File: src/rtl/ac_store_ctrl_if.sv
// Memory-side bus of the AC store/verify controller.
//   mem_addr  : word address of the current request
//   mem_wdata : data to be written (WR phase)
//   mem_we    : write request
//   mem_re    : read request
//   mem_ack   : memory acknowledge for the current request
//   mem_rdata : read data, valid with mem_ack during a read
// The master modport is the controller; the slave modport is the memory.
interface ac_store_ctrl_if #(
  parameter int unsigned DW = 16,
  parameter int unsigned AW = 12
);
  logic [AW-1:0] mem_addr;
  logic [DW-1:0] mem_wdata;
  logic          mem_we;
  logic          mem_re;
  logic          mem_ack;
  logic [DW-1:0] mem_rdata;

  modport master (
    output mem_addr,
    output mem_wdata,
    output mem_we,
    output mem_re,
    input  mem_ack,
    input  mem_rdata
  );

  modport slave (
    input  mem_addr,
    input  mem_wdata,
    input  mem_we,
    input  mem_re,
    output mem_ack,
    output mem_rdata
  );
endinterface

File: src/rtl/ac_store_ctrl.sv
// Store/verify controller for the accumulator read side.
// On st_start it snapshots acout and st_addr, writes the word to memory,
// reads it back and compares, then pulses st_done with a 2-bit status.
//   clk, rst       : rising-edge clock, synchronous active-high reset
//   st_start       : store command, sampled only when idle
//   st_addr, acout : target address and AC value, sampled with st_start
//   st_busy        : write or read phase in progress
//   st_done        : one-cycle completion pulse
//   st_status      : 00 ok, 01 mismatch, 10 write timeout, 11 read timeout
//   mem            : memory request/acknowledge bus (master side)
module ac_store_ctrl #(
  parameter int unsigned DW  = 16,
  parameter int unsigned AW  = 12,
  parameter int unsigned TMO = 15
) (
  input  logic                  clk,
  input  logic                  rst,
  input  logic                  st_start,
  input  logic [AW-1:0]         st_addr,
  input  logic [DW-1:0]         acout,
  output logic                  st_busy,
  output logic                  st_done,
  output logic [1:0]            st_status,
  ac_store_ctrl_if.master       mem
);

  localparam int unsigned     CW      = (TMO > 1) ? $clog2(TMO) : 1;
  localparam logic [CW-1:0]   CntLast = CW'(TMO - 1);

  localparam logic [1:0] StatOk     = 2'b00;
  localparam logic [1:0] StatMis    = 2'b01;
  localparam logic [1:0] StatWrTmo  = 2'b10;
  localparam logic [1:0] StatRdTmo  = 2'b11;

  typedef enum logic [1:0] {StIdle, StWr, StRd} state_e;

  state_e        state_q, state_d;
  logic [CW-1:0] cnt_q, cnt_d;
  logic [AW-1:0] addr_q, addr_d;
  logic [DW-1:0] snap_q, snap_d;
  logic          done_q, done_d;
  logic [1:0]    status_q, status_d;

  always_ff @(posedge clk) begin
    if (rst) begin
      state_q  <= StIdle;
      cnt_q    <= '0;
      addr_q   <= '0;
      snap_q   <= '0;
      done_q   <= 1'b0;
      status_q <= StatOk;
    end else begin
      state_q  <= state_d;
      cnt_q    <= cnt_d;
      addr_q   <= addr_d;
      snap_q   <= snap_d;
      done_q   <= done_d;
      status_q <= status_d;
    end
  end

  always_comb begin
    state_d  = state_q;
    cnt_d    = cnt_q;
    addr_d   = addr_q;
    snap_d   = snap_q;
    done_d   = 1'b0;
    status_d = status_q;
    unique case (state_q)
      StIdle: begin
        if (st_start) begin
          snap_d  = acout;
          addr_d  = st_addr;
          cnt_d   = '0;
          state_d = StWr;
        end
      end
      StWr: begin
        // Ack is checked first so it wins over a same-cycle timeout.
        if (mem.mem_ack) begin
          state_d = StRd;
          cnt_d   = '0;
        end else if (cnt_q == CntLast) begin
          state_d  = StIdle;
          done_d   = 1'b1;
          status_d = StatWrTmo;
        end else begin
          cnt_d = cnt_q + 1'b1;
        end
      end
      StRd: begin
        if (mem.mem_ack) begin
          state_d  = StIdle;
          done_d   = 1'b1;
          status_d = (mem.mem_rdata == snap_q) ? StatOk : StatMis;
        end else if (cnt_q == CntLast) begin
          state_d  = StIdle;
          done_d   = 1'b1;
          status_d = StatRdTmo;
        end else begin
          cnt_d = cnt_q + 1'b1;
        end
      end
      default: state_d = StIdle;
    endcase
  end

  // Address and write data come straight from the frozen snapshot registers.
  assign mem.mem_addr  = addr_q;
  assign mem.mem_wdata = snap_q;
  assign mem.mem_we    = (state_q == StWr);
  assign mem.mem_re    = (state_q == StRd);
  assign st_busy       = (state_q != StIdle);
  assign st_done       = done_q;
  assign st_status     = status_q;

endmodule

File: src/flat_wrapper.sv
// flat-port wrapper written by rule: the top's interface ports become plain ports
module ac_store_ctrl_flat 
#(
  parameter int unsigned DW  = 16,
  parameter int unsigned AW  = 12,
  parameter int unsigned TMO = 15
)
  (clk, rst, st_start, st_addr, acout, st_busy, st_done, st_status, mem_mem_addr, mem_mem_wdata, mem_mem_we, mem_mem_re, mem_mem_ack, mem_mem_rdata);
  ac_store_ctrl_if #(.DW(DW), .AW(AW)) mem_i ();
  input  logic clk;
  input  logic rst;
  input  logic st_start;
  input  logic [AW-1:0] st_addr;
  input  logic [DW-1:0] acout;
  output logic st_busy;
  output logic st_done;
  output logic [1:0] st_status;
  output wire logic [$bits(mem_i.mem_addr)-1:0] mem_mem_addr;
  output wire logic [$bits(mem_i.mem_wdata)-1:0] mem_mem_wdata;
  output wire logic [$bits(mem_i.mem_we)-1:0] mem_mem_we;
  output wire logic [$bits(mem_i.mem_re)-1:0] mem_mem_re;
  input wire logic [$bits(mem_i.mem_ack)-1:0] mem_mem_ack;
  input wire logic [$bits(mem_i.mem_rdata)-1:0] mem_mem_rdata;
  assign mem_mem_addr = mem_i.mem_addr;
  assign mem_mem_wdata = mem_i.mem_wdata;
  assign mem_mem_we = mem_i.mem_we;
  assign mem_mem_re = mem_i.mem_re;
  assign mem_i.mem_ack = mem_mem_ack;
  assign mem_i.mem_rdata = mem_mem_rdata;
  ac_store_ctrl #(.DW(DW), .AW(AW), .TMO(TMO)) u_core (.clk(clk), .rst(rst), .st_start(st_start), .st_addr(st_addr), .acout(acout), .st_busy(st_busy), .st_done(st_done), .st_status(st_status), .mem(mem_i));
endmodule
File: config.mk
export PLATFORM = sky130hd
export DESIGN_NAME = ac_store_ctrl_flat
export DESIGN_NICKNAME = d
export VERILOG_FILES = /design/src/rtl/ac_store_ctrl_if.sv /design/src/rtl/ac_store_ctrl.sv /design/src/flat_wrapper.sv
export SDC_FILE = /design/constraint.sdc
export NUM_CORES = 1
export LEC_CHECK = 0
export ABC_AREA = 0
export ABC_CLOCK_PERIOD_IN_PS = 1600
export CAP_MARGIN = 10
export CORE_UTILIZATION = 36
export CTS_CLUSTER_SIZE = 20
export DETAILED_ROUTE_END_ITERATION = 6
export GPL_TIMING_DRIVEN = 0
export PLACE_DENSITY = 0.81
export SETUP_SLACK_MARGIN = 0.5
export SLEW_MARGIN = 40
export SYNTH_ARGS = -nofsm -noshare
export SYNTH_HDL_FRONTEND = slang
export SYNTH_SLANG_ARGS = --single-unit
File: constraint.sdc
create_clock -name clk -period 1.6 [get_ports clk]
set_input_delay 0.32 -clock clk [delete_from_list [all_inputs] [get_ports clk]]
set_output_delay 0.32 -clock clk [all_outputs]
set_load 0.005 [all_outputs]
Word level (Yosys, flattened, before mapping):

Cells that the tools add are included.

* output and inout port bits: 34
* input port bits: 48
* register bits: 37
* word-level logic and storage cells: 43

* add/sub/neg operators: 1
* equal/unequal tests: 9
* muxes and demuxes: 20
* reductions and logical operators: 7

Operators with widths (count)
* $eq A16 B16 Y1: 1
* $mux W2: 8
* $mux W4: 4
* $pmux W4 S3: 1
* $ne A2 B2 Y1 const B: 3
* $pmux W2 S3: 1
* $add A4 B1 Y4 const B: 1
* $eq A4 B4 Y1 const B: 1
* $mux W1: 4
* $pmux W2 S2: 1
* $reduce_and A4 Y1: 1
* $reduce_bool A2 Y1: 2
* $ne A3 B1 Y1 const B: 1
* $reduce_and A3 Y1: 1
* $reduce_bool A3 Y1: 1
* $eq A2 B1 Y1 const B: 1
* $eq A2 B2 Y1 const B: 1
* $logic_not A2 Y1: 1
* $ne A2 B1 Y1 const B: 1
* $pmux W1 S2: 1
* $reduce_and A2 Y1: 1

Longest topological paths before layout:

* word-level depth: 4
* depth in mapped cells: 7
* gate-level depth less buffers: 6

Least setup slack after synthesis:

Ideal clock, no wire load.

* kind: register to register
* start point: reg u_core.state_q[0]
* end point: reg u_core.cnt_q[0]
* path slack: -169 ps
* stages on the path, launching flop included: 7
* arrival time: 1699 ps
* period minus slack after synthesis: 1769 ps
* required time: 1530 ps
* setup time: 70 ps
* buffers on the path: 0
* cell sequence: dfxtp_1 -> inv_1 -> ha_1 -> nor2b_1 -> a211o_1 -> or4_1 -> a21oi_1

* cells in the longest elaborated chain, start to end: 3
* elaborated cells between the ends (all ways): 8
* those cells by class: 4 x eq/ne; 1 x mux; 3 x reduce/logical

RTL lines
* from (decl): RTL line ac_store_ctrl.sv:37 `state_e state_q, state_d;`
* from (signal assigned): RTL line ac_store_ctrl.sv:46 `state_q <= StIdle;`
* from (signal assigned): RTL line ac_store_ctrl.sv:53 `state_q <= state_d;`
* $eq A2 B2 Y1, or another cell as far along: RTL line ac_store_ctrl.sv:69 `unique case (state_q)`
* $ne A2 B2 Y1 (no source line) or $reduce_bool A3 Y1 (tied branches)
* $reduce_and A3 Y1 (no source line)
* to (signal assigned): RTL line ac_store_ctrl.sv:54 `cnt_q <= cnt_d;`
* to (decl): RTL line ac_store_ctrl.sv:38 `logic [CW-1:0] cnt_q, cnt_d;`

Parallel ways exist; a longest one is shown, timed or not.
A chain may end at the register's enable or synchronous reset.

Worst setup path in the final report:

* start point: reg u_core.state_q[1]
* end point: reg u_core.cnt_q[0]

Same word-level chain as after synthesis.

==> out/qor.yml <==
critical_path:
  r2r_cells: 6
  crit_slowest_cell: "or4_4"
  cp-start-kind: "register"
  slowest_delay_ns: 0.43
  critPathKind: "reg -> reg"
  worstSetupEndpointType: "register"
  cp_max_fo: 4
  crit_chain: "inv_6 -> ha_4 -> nor2b_4 -> a211o_1 -> or4_4 -> a21oi_2"
  cp.arrival_ns: 1.88
  r2r_slack_ns: -0.07
  r2r_end: "u_core.cnt_q[0]"
  cp.required_ns: 1.81
  timing.rr.start: "u_core.state_q[1]"
worst_hold_path:
  holdCritStartpoint: "u_core.mem.mem_addr[4]"
  hold_end: "u_core.mem.mem_addr[4]"
  hp-class: "reg -> reg"
  hold_depth: 2
clocking:
  tritoncts: "yes"
  clockRootBuffer: "clkbuf_8"
  clkTransAtPathRegs_ns: 0.07
  clock-sinks: 37
  clock_latency_ns: 0.29
  cts_buffer_depth: 2
  htreeDepth: 2
  ctsHoldBuffers: 0
  cts-buffers-inserted: 5
sta:
  rsz0062_at_grt: "yes"
  period_share: 1.04
  hold_violations: 0
  fin_crit_ns: 1.67
  worst_pin_slew_ns: 0.748
  maxSlewViolCount: 0
  max_freq_ghz: 0.599
  finalSetupViolCount: 4
  setup_ws_ns: -0.0703
  relSlewSlack: 0.501
  skew_ns: 0.00647
route:
  drt_iter0_drc: 162
  drtAntennaViolNets: 0
  wire_per_inst_um: 17.9
  vias_per_cell: 5.32
  wirelength_um: 6950
  drcViolationCount: 0
  dr.pass1.iters: 4
  num_vias: 2066
power_and_ir_drop:
  p_leak_nw: 1.52
  p_comb_frac: 0.327
  switching_power_mw: 0.778
  powerDensity_nw_per_um2: 795
  ir_drop_mv: 0.562
  swShare: 0.280
  internal-power_mw: 2.00
  clkPwrFrac: 0.300
  power_mw: 2.78
  seqPwrFrac: 0.372
final_layout:
  syn_to_final_growth_pct: 108
  layout-drive-gt1-share: 0.565
  final_cells: 388
  fin_util: 0.791
  antenna_cells: 0
  finalInstanceArea_um2: 3490
  final_nets: 389
yosys:
  ys.flop_type: "dfxtp_1"
  synth_nets: 265
  ys_async_sr_fraction: 0
  avgSynthCellArea_um2: 7.96
  synth-edff-count: 0
  yosysTopAreaCellShare: 0.441
  syn-instance-count: 211
  ys_ff_latch: 37
  synth_top_area_cell: "dfxtp_1"
  synth_cell_type_count: 30
  netlist_top_cells_area: "dfxtp_1, nand2_1, a21oi_1, xor2_1, ha_1"
  syn_area_um2: 1680
  ys_seq_area_frac: 0.441
  ys.warnings.count: 0
floorplanning:
  row_count: 24
  die-area_um2: 4940
  ios: 82
  dieWidth_um: 70.3
  initial_core_util: 0.380
  die_y_um: 70.3
  fp.coreArea_um2: 4410
placement:
  post-dp-hpwl_um: 3420
  postPlaceCellArea_um2: 2630
  place_ws_ns: -0.296
  io_buffers: 80
  finalWeightedCongestion: 0.854
  placed_cells: 343
global_route:
  antenna_found_initial: 0
  grt_max_degree: 12
  overflow: 0
  grt_pass1_wl_um: 9880
  grt_pass1_vias: 2051
  track_usage: 0.256
flow_run:
  cap_violations: 0
run_status:
  violations: "negative setup slack"
  status: "finished with violations"
[metrics by stage]
step	hold slack, ns	TNS, ns
finish	0.473	-0.121
global route	0.483	-0.386
CTS	0.455	-0.0586
detailed placement	0.450	-4.96
global placement	0.442	-4.77
floorplan	0.453	0
[logic make-up after synthesis]
| group | Yosys count | synth area share |
|---|---|---|
| buffers and inverters | 15 | 0.0335 |
| and+or+nand+nor | 86 | 0.224 |
| muxes | 1 | 0.00596 |
| xor gates and xnor gates | 16 | 0.0835 |
| DFF | 37 | 0.441 |
| AOI/OAI and AO/OA | 50 | 0.167 |
| adders and majority gates | 6 | 0.0447 |
[how the worst max path moves through the flow]
stage                                  from                  end
final                     u_core.state_q[1]      u_core.cnt_q[0]
after global routing        u_core.cnt_q[0]  u_core.st_status[0]
after CTS                 u_core.state_q[1]      u_core.cnt_q[0]
after detailed placement           st_start      u_core.cnt_q[0]
after global placement             st_start      u_core.cnt_q[0]
after floorplan           u_core.state_q[0]      u_core.cnt_q[0]
[synth_stat cells (all sizes together), types with 2 or more instances]
cell / n
nand3: 3
dfxtp: 37
a211oi: 2
nor2b: 2
nand2: 62
or4: 2
clkbuf: 10
a21oi: 39
inv: 5
xor2: 15
ha: 6
nand2b: 2
nor3: 5
nor4: 3
o21a: 3
[registers in the layout, indices dropped and copies added (netlist names)]
| register | flops |
|---|---|
| u_core.st_status | 2 |
| u_core.cnt_q | 4 |
| u_core.state_q | 2 |
| u_core.mem.mem_addr | 12 |
| u_core.st_done | 1 |
| u_core.mem.mem_wdata | 16 |
[power groups by stage]
stage,logic (mW),clock network [mW],registers (mW)
floorplan,0.243,0,1.04
global placement,0.533,0,1.04
detailed placement,0.542,0,1.05
CTS,0.786,0.840,1.03
global route,0.960,0.890,1.04
finish,0.910,0.834,1.03
[critical path: cells and delay by family, from the launching register on]
kind	cells	cell delay [ns]
AOI/OAI and AO/OA	2	0.41
adders and majority gates	1	0.16
buffers and inverters	1	0.06
DFF	1	0.41
and+or+nand+nor	2	0.56
[per-layer routing]
metal	global-route usage	wire, um	share of wire	up-vias
met5	0	0	0	-
met4	0.109	212	0.031	0
met3	0.0779	376	0.054	20
met2	0.442	3760	0.54	86
met1	0.289	2590	0.37	1004
li1	-	-	-	956
[placed cells by master, fill, tap and decap left out, drive strengths merged, types with 2 or more instances in the layout]
| cell type | n |
|---|---|
| clkdlybuf4s50 | 44 |
| nand3 | 3 |
| nand2b | 2 |
| ha | 6 |
| xor2 | 15 |
| inv | 5 |
| nand2 | 62 |
| or4 | 2 |
| nor4 | 3 |
| nor3 | 5 |
| a21oi | 39 |
| a211oi | 2 |
| nor2b | 2 |
| clkbuf | 18 |
| dfxtp | 37 |
| o21a | 3 |
| dlygate4sd2 | 2 |
| buf | 70 |
[cell type report]
cell class	instances	area [um2]
multi-input cells	159	1300
repair buffers	117	1080
clock buffers	7	86.3
inverters	5	26.3
fillers	240	921
clock inverters	1	30.0
flip-flops and latches	37	793
plain buffers	10	116
well taps	52	65.1
[what timing repair did]
item / in CTS / in global routing
resized for setup: 265 / 42
cloned: 2 / 0
endpoints found under the hold margin: 0 / 0
buffers inserted: 31 / 4
pin swaps: 16 / 27
setup endpoints to repair: 71 / 49
No activity file was read; power rests on OpenSTA's default activity.
